**src/rtl/ws2812b_rx.sv**
```systemverilog
// ws2812b_rx: WS2812B single-wire receiver. Decodes pulse widths into a word,
// publishes it on the latch gap, and forwards surplus bits on dout.
module ws2812b_rx #(
   parameter int DATABITS = 24,
   parameter int CLKFREQ  = 10000000
) (
   input  logic                clk,
   input  logic                rst,
   input  logic                din,
   output logic [DATABITS-1:0] color,
   output logic                valid,
   output logic                error,
   output logic                dout
);

   // Timing thresholds in clock cycles, rounded to nearest.
   localparam longint unsigned FREQ     = 64'(CLKFREQ);
   localparam longint unsigned THRESH_L = (FREQ * 64'd525 + 64'd500000000) / 64'd1000000000;
   localparam longint unsigned TRES_L   = (FREQ * 64'd50 + 64'd500000) / 64'd1000000;
   localparam longint unsigned TMAXH_L  = (FREQ * 64'd5 + 64'd500000) / 64'd1000000;

   localparam logic [31:0] THRESH  = 32'(THRESH_L);
   localparam logic [31:0] TRES_RX = 32'(TRES_L);
   localparam logic [31:0] TMAXH   = 32'(TMAXH_L);

   localparam int             BW   = $clog2(DATABITS + 1);
   localparam logic [BW-1:0]  FULL = BW'(DATABITS);

   typedef enum logic [1:0] {SYNC, LOW, HIGH} state_t;

   state_t              state, state_n;
   logic                din_m, din_s;
   logic [31:0]         lowcnt, lowcnt_n, highcnt, highcnt_n;
   logic [31:0]         lowcnt_inc, highcnt_inc;
   logic [BW-1:0]       bitcnt, bitcnt_n;
   logic [DATABITS-1:0] shreg, shreg_n, color_n;
   logic                fwd, fwd_n, valid_n, error_n, bit_val;

   // Saturating increments so a line idle for hours never wraps back to zero.
   assign lowcnt_inc  = (&lowcnt)  ? lowcnt  : lowcnt  + 32'd1;
   assign highcnt_inc = (&highcnt) ? highcnt : highcnt + 32'd1;

   // Two-flop synchronizer for the asynchronous data line, plus forwarded output.
   always_ff @(posedge clk) begin
      // NOTE: sequential state uses non-blocking assignments so every flop
      // samples the pre-edge value; blocking here would collapse the chain.
      if (rst) begin
         din_m <= 1'b0;
         din_s <= 1'b0;
         dout  <= 1'b0;
      end else begin
         din_m <= din;
         din_s <= din_m;
         dout  <= fwd & din_s;
      end
   end

   // State and datapath registers.
   always_ff @(posedge clk) begin
      if (rst) begin
         state   <= SYNC;
         lowcnt  <= '0;
         highcnt <= '0;
         bitcnt  <= '0;
         shreg   <= '0;
         fwd     <= 1'b0;
         color   <= '0;
         valid   <= 1'b0;
         error   <= 1'b0;
      end else begin
         state   <= state_n;
         lowcnt  <= lowcnt_n;
         highcnt <= highcnt_n;
         bitcnt  <= bitcnt_n;
         shreg   <= shreg_n;
         fwd     <= fwd_n;
         color   <= color_n;
         valid   <= valid_n;
         error   <= error_n;
      end
   end

   // Next-state logic: pulse measurement, bit assembly, latch and fault handling.
   always_comb begin
      // NOTE: every variable gets a default first, so no path leaves one
      // unassigned and no latch is inferred.
      state_n   = state;
      lowcnt_n  = lowcnt;
      highcnt_n = highcnt;
      bitcnt_n  = bitcnt;
      shreg_n   = shreg;
      fwd_n     = fwd;
      color_n   = color;
      valid_n   = 1'b0;
      error_n   = 1'b0;
      bit_val   = (highcnt >= THRESH);

      case (state)
         SYNC: begin
            // Wait for a full latch gap before trusting the line.
            if (din_s) begin
               lowcnt_n = '0;
            end else begin
               lowcnt_n = lowcnt_inc;
               if (lowcnt_inc == TRES_RX) begin
                  state_n  = LOW;
                  bitcnt_n = '0;
                  fwd_n    = 1'b0;
               end
            end
         end

         LOW: begin
            if (din_s) begin
               state_n   = HIGH;
               highcnt_n = 32'd1;
               lowcnt_n  = '0;
            end else begin
               lowcnt_n = lowcnt_inc;
               // Fires once per gap: afterwards lowcnt is past TRES_RX.
               if (lowcnt_inc == TRES_RX) begin
                  if (bitcnt == FULL) begin
                     color_n = shreg;
                     valid_n = 1'b1;
                  end else if (bitcnt != '0) begin
                     error_n = 1'b1;
                  end
                  bitcnt_n = '0;
                  fwd_n    = 1'b0;
               end
            end
         end

         HIGH: begin
            if (din_s) begin
               highcnt_n = highcnt_inc;
               if (highcnt_inc == TMAXH) begin
                  error_n  = 1'b1;
                  bitcnt_n = '0;
                  fwd_n    = 1'b0;
                  lowcnt_n = '0;
                  state_n  = SYNC;
               end
            end else begin
               state_n  = LOW;
               lowcnt_n = 32'd1;
               if (bitcnt != FULL) begin
                  shreg_n  = {shreg[DATABITS-2:0], bit_val};
                  bitcnt_n = bitcnt + BW'(1);
                  // Own word complete: later pulses in this frame belong downstream.
                  if (bitcnt == FULL - BW'(1)) fwd_n = 1'b1;
               end
            end
         end

         default: state_n = SYNC;
      endcase
   end

endmodule

```
**config.mk**
```make
export PLATFORM = sky130hd
export DESIGN_NAME = ws2812b_rx
export DESIGN_NICKNAME = d
export VERILOG_FILES = /design/src/rtl/ws2812b_rx.sv
export SDC_FILE = /design/constraint.sdc
export NUM_CORES = 1
export LEC_CHECK = 0
export CAP_MARGIN = 20
export CORE_UTILIZATION = 55
export CTS_CLUSTER_SIZE = 40
export DETAILED_ROUTE_END_ITERATION = 10
export PLACE_DENSITY = 0.73
export SLEW_MARGIN = 5
export SYNTH_ARGS = -nofsm -noshare
export SYNTH_HDL_FRONTEND = slang
export SYNTH_SLANG_ARGS = --single-unit
```
**constraint.sdc**
```tcl
create_clock -name clk -period 6.1 [get_ports clk]
set_input_delay 0.915 -clock clk [delete_from_list [all_inputs] [get_ports clk]]
set_output_delay 0.915 -clock clk [all_outputs]
set_load 0.02 [all_outputs]
```
Yosys cells after proc, flatten, opt, wreduce, memory -nomap -nowiden
Cells that the tools add are included.
{"block": "totals", "reg_bits": 125, "inputBits": 3, "out_inout_bits": 27, "wordCells": 87}
{"block": "op_classes", "addsub": 3, "n_lt_le_gt_ge": 1, "eq_ne": 16, "n_mux": 36, "bitwise_logic": 4, "n_reduce_logical": 15}
{"operator": "32-bit 2-to-1 mux", "count": 7}
{"operator": "32-bit case mux with 2 select lines", "count": 2}
{"operator": "32-bit by 1-bit adder with 32-bit output, second input constant", "count": 2}
{"operator": "32-bit AND reduction", "count": 2}
{"operator": "32-bit by 6-bit equality test with 1-bit output, second input constant", "count": 1}
{"operator": "32-bit by 9-bit equality test with 1-bit output, second input constant", "count": 1}
{"operator": "32-bit by 3-bit >= comparator with 1-bit output, second input constant", "count": 1}
{"operator": "5-bit 2-to-1 mux", "count": 5}
{"operator": "1-bit 2-to-1 mux", "count": 13}
{"operator": "5-bit equality test, second input constant", "count": 2}
{"operator": "2-bit 2-to-1 mux", "count": 5}
{"operator": "2-bit inequality test, second input constant", "count": 5}
{"operator": "5-bit case mux with 2 select lines", "count": 1}
{"operator": "3-bit inequality test, second input constant", "count": 3}
{"operator": "4-bit AND reduction", "count": 2}
{"operator": "2-bit case mux with 3 select lines", "count": 1}
{"operator": "3-bit AND reduction", "count": 2}
{"operator": "6-bit AND reduction", "count": 1}
{"operator": "5-bit by 1-bit adder with 5-bit output, second input constant", "count": 1}
{"operator": "5-bit inequality test, second input constant", "count": 1}
{"operator": "5-bit AND reduction", "count": 1}
{"operator": "5-bit nonzero test", "count": 1}
{"operator": "1-bit case mux with 2 select lines", "count": 2}
{"operator": "2-bit nonzero test", "count": 2}
{"operator": "9 further kinds", "count": 11}

Logic depth before layout (Yosys ltp)
{"block": "depth", "depth_word": 6, "mapped_depth": 14, "mapped_depth_nobuf": 11}

Worst setup path after synthesis
Ideal clock, no wire load.
{"block": "synth_timing", "kind": "register to register", "from": "register lowcnt[0]", "to": "register fwd", "setup_time_ps": 123, "arrival_time_ps": 3709, "path_slack_ps": 2268, "stages_incl_launch_ff": 13, "path_cell_list": "dfxtp_1 -> ha_1 -> buf_2 -> inv_1 -> nor3_4 -> nand4_2 -> a311oi_2 -> a2bb2o_4 -> or4_4 -> or4b_4 -> or2_1 -> a221oi_1 -> mux2_1"}
{"block": "synth_via", "elab_chain_cells": 5, "elab_cells_between_ends": 6, "classes_between": "1 x add/sub; 2 x eq/ne; 1 x mux; 2 x reduce/logical"}
{"element": "from (decl)", "line": "33", "rtl": "logic [31:0] lowcnt, lowcnt_n, highcnt, highcnt_n;"}
{"element": "from (signal assigned)", "line": "72", "rtl": "lowcnt <= lowcnt_n;"}
{"element": "32-bit by 1-bit adder with 32-bit output or 32-bit AND reduction (tied branches)", "line": "40", "rtl": "assign lowcnt_inc = (&lowcnt) ? lowcnt : lowcnt + 32'd1;"}
{"element": "32-bit 2-to-1 mux (*)", "line": "40"}
{"element": "32-bit by 9-bit equality test with 1-bit output (*)", "line": "105, 121"}
{"element": "2-bit by 1-bit inequality test with 1-bit output (no line) (*)"}
{"element": "6-bit AND reduction (no line) (*)"}
{"element": "to (signal assigned)", "line": "76", "rtl": "fwd <= fwd_n;"}
{"element": "to (decl)", "line": "37", "rtl": "logic fwd, fwd_n, valid_n, error_n, bit_val;"}
Every way passes the cells marked *; elsewhere a longest branch is shown, timed or not.
A chain may end at the register's enable or synchronous reset.

Worst setup path after layout
{"block": "layout_timing", "from": "register highcnt[0]", "to": "register fwd"}
{"block": "layout_via", "elab_chain_cells": 5, "elab_cells_between_ends": 6, "classes_between": "1 x add/sub; 2 x eq/ne; 1 x mux; 2 x reduce/logical"}
{"element": "from (decl)", "line": "33"}
{"element": "from (signal assigned)", "line": "73", "rtl": "highcnt <= highcnt_n;"}
{"element": "32-bit by 1-bit adder with 32-bit output or 32-bit AND reduction (tied branches)", "line": "41", "rtl": "assign highcnt_inc = (&highcnt) ? highcnt : highcnt + 32'd1;"}
{"element": "32-bit 2-to-1 mux (*)", "line": "41"}
{"element": "32-bit by 6-bit equality test with 1-bit output (*)", "line": "137", "rtl": "if (highcnt_inc == TMAXH) begin"}
{"element": "3-bit inequality test (no line) (*)"}
{"element": "6-bit AND reduction (no line) (*)"}
Marks and branches as above.

==> impl_results.md <==
- Crit-path slowest cell: sky130_fd_sc_hd__nand4_1
- Count of clock tree sinks: 125
- Portion of the post-synthesis area used by sequential elements: 33.6%
- Count of cells resized by post-cts repair: 0
- First-pass GRT wire length: ~35000 um
- Result of the run: complete, no violations
- Leakage component of the power: 2.66 nW
- Peak fanout along the critical path: 21
- Number of distinct library cell variants in the gate-level netlist after synthesis: 72
- Setup repair after global routing missed its margin: no
- Data required, critical path: 6400 ps
- Number of enable-type register cells in the synthesized netlist: 0
- Fin crit share: 78.6%
- Via count of the first global-routing pass: roughly 7000
- H-tree level count: 4
- Buffers plus inverters on the worst setup path: 1
- Detailed router's first-iteration violation count: 921
- Vias post-DR: about 7500
- Family with the most delay on the worst path: simple AND/OR/NAND/NOR gates
- Fraction of synthesized area in multiplexers: 4.07%
- Number of antenna cells inserted: 0
- Multi-input combinational cell area: between 0.004 and 0.005 mm^2
- Crit-path cells: ha_1 -> nand4_1 -> nor2_1 -> nand4_1 -> nand3_1 -> nor3b_1 -> o21bai_1 -> nor4_1 -> o22ai_1 -> buf_4 -> a221oi_1 -> mux2_1
- Aggregate negative setup slack: 0 ps
- Vias per cell: approximately 6.5
- 1st-pass router iterations: 6
- Layout net count: 978
- Maximum vdd drop: 0.225 mV
- Adder-cell area share of the yosys netlist: under 10%
- Worst hold margin: 425 ps
- Dominant cell by count in the synthesized netlist: sky130_fd_sc_hd__dfxtp_1
- Count of maximum capacitance violations: 0
- Core outline area: 0.0132 mm^2
- # port buffers: 29
- Maximum frequency from static timing analysis: 0.208 GHz
- Final min period: 4800 ps
- Worst-case clock skew: 7.99 ps
- Maximum cell stage delay along the critical path: 720 ps
- Asr flop ratio synth: 0%
- Number of core rows: 42
- Remaining max-slew budget at the tightest pin: 34.8%
- Kind of path behind the tightest hold check: flop to flop
- Area fraction in and, or, nand and nor cells after synthesis: 32.4%
- Inserted Clock Buffers: 17
- Most common flop cell mapped by yosys: sky130_fd_sc_hd__dfxtp_1
- Synth warn: 0
- Filler instances: 1211
- Cells taking the most area after synthesis: sky130_fd_sc_hd__dfxtp_1, sky130_fd_sc_hd__a21oi_1, sky130_fd_sc_hd__nor2_1
- Maximum number of pins on one net before global-route repair: 77
- Area added between synthesis and finish: 11.6%
- Number of antenna violations at the first check in global routing: 0
- CTS Root Buffer Type: sky130_fd_sc_hd__clkbuf_16
- Xor/xnor share of the synthesized area: 2.71%
- Vertical extent of the die: 118 um
- Per-instance average area after synthesis: approximately 7.6 um^2
- Class of the most critical setup path: flop to flop
- Share of the synthesized area in the top cell type: about a third
- TritonCTS clock tree: done
- Post-CTS setup buffer count: 0
- Worst-Margin Slew: just under 1000 ps
- Cell with the most instances on the worst path: sky130_fd_sc_hd__nand4_1
- Compound-cell area share of the yosys netlist: 20.3%
- Insertion delay of the later-clocked pin in the worst-skew pair: 420 ps
- Global-route usage over all layers: 30.3%
- Routed WL per cell: about 18 um
- Combinational family with the most area after synthesis: simple AND/OR/NAND/NOR gates
- Routed wire length: 20800 um
- Final count of negative-setup-slack endpoints: 0
- Width of the chip: 118 um
- Full die area: 0.0140 mm^2
- Endpoint kind of the worst setup timing path: flop
- Maximum number of buffers from clock root to sink: 2
- Post-synth design cell area: 0.00744 mm^2
- Overflow left after global routing: 0
- Synthesized Nets: 995
- FF+latch count, synth: approximately 130
- Footprint of the flip-flops and latches: between 0.002 and 0.003 mm^2
- Pwr per Cell Area: 226 mW/mm^2
- Starting density of the core: 56.2%
- Type of element launching the critical path: flop
- Largest area contributor in the synthesized netlist: sky130_fd_sc_hd__dfxtp_1
- Ratio of cells with drive above 1 in the final layout: 6.54%
- Critical path arrival: 5100 ps
- Number of endpoints with negative hold slack in the final report: 0
- Cells after synthesis: 982
- Weighted congestion reported at the end of routability-driven placement: 1.00
- Slew Limit Fails: 0
- Post-route antenna net violation count: 0
- Top cells by count, synth: sky130_fd_sc_hd__dfxtp_1, sky130_fd_sc_hd__nor2_1, sky130_fd_sc_hd__nand2_1
- IO Count: 30
- Drc violations: 0
- Placed wire-length estimate after detailed placement: 13900 um
- Cts hold-fix bufs: 0
- Clock-pin slew reported for the worst setup and hold paths after clock tree synthesis: 60 ps
worst reg2reg max path, cell delays in order, from the launching register on:
cell and delay (ps):
sky130_fd_sc_hd__dfxtp_1 460, sky130_fd_sc_hd__ha_1 330, sky130_fd_sc_hd__nand4_1 190, sky130_fd_sc_hd__nor2_1 440
sky130_fd_sc_hd__nand4_1 720, sky130_fd_sc_hd__nand3_1 520, sky130_fd_sc_hd__nor3b_1 230, sky130_fd_sc_hd__o21bai_1 80
sky130_fd_sc_hd__nor4_1 710, sky130_fd_sc_hd__o22ai_1 140, sky130_fd_sc_hd__buf_4 260, sky130_fd_sc_hd__a221oi_1 250
sky130_fd_sc_hd__mux2_1 350
through the flow:
step                      setup slack [ps]  util (%)  total power, mW  instance area (um^2)  instances
final                                 1300      62.7             1.87                  8310       1154
after global routing                   760      62.7             1.93                  8310       1154
after CTS                             1410      62.6             1.89                  8290       1152
after detailed placement              1440      58.1            0.887                  7700       1120
after global placement                1550      58.1            0.887                  7700       1120
after floorplan                       2270         -            0.876                  7440        982
layout by cell type (no fill, tap or decap), types with 23 or more instances in the layout:
cell	n
sky130_fd_sc_hd__nand2_1	106
sky130_fd_sc_hd__o21ai_0	58
sky130_fd_sc_hd__and3_1	23
sky130_fd_sc_hd__nor3_1	30
sky130_fd_sc_hd__nand3_1	44
sky130_fd_sc_hd__clkdlybuf4s50_1	28
sky130_fd_sc_hd__dfxtp_1	125
sky130_fd_sc_hd__nand4_1	31
sky130_fd_sc_hd__mux2i_1	28
sky130_fd_sc_hd__nor4_1	27
sky130_fd_sc_hd__a21oi_1	85
sky130_fd_sc_hd__nor2_1	109
cell type report:
cell class	instances	share of cell area (%)
Clock buffer	18	5.17
Inverter	18	0.813
Timing Repair Buffer	39	4.40
Multi-Input combinational cell	764	54.9
Clock inverter	14	1.94
Tap cell	176	2.65
Sequential cell	125	30.1
registers in the layout, indices dropped and copies added, names as in the netlist:
signal and cells:
dout 1, din_m 1, shreg 24, color 24
highcnt 32, error 1, lowcnt 32, fwd 1
bitcnt 5, valid 1, state 2, din_s 1
cell families (layout without fill, tap and decap cells):
kind of cell / after synthesis / after routing
AO/OA/AOI/OAI: 241 / 241
XOR/XNOR: 23 / 23
adder cells (fa/ha/maj): 10 / 10
buffers and inverters: 93 / 89
flip-flops: 125 / 125
multiplexers: 30 / 30
AND/OR/NAND/NOR: 460 / 460
power by group:
part	switching, mW	internal (mW)	leakage (nW)
Clock	0.394	0.609	0.283
Combinational	0.0332	0.0114	1.37
Sequential	0.00559	0.820	1.01
Total	0.433	1.44	2.66
final timing paths:
kind / startpoint / end / slack, ps / cells after the start
worst max register to register: highcnt[0] / fwd / 1300 / 12
worst min-delay path: fwd / dout / 430 / 2
worst max-delay path: highcnt[0] / fwd / 1300 / 12
worst min register to register: fwd / dout / 430 / 2
layer usage:
layer  routed length, um  GRT usage [%]
met3                1270           5.89
met5                   0              0
met1                9330           40.4
met4                 759           15.1
met2                9410           46.8
No activity file was read; power rests on OpenSTA's default activity.
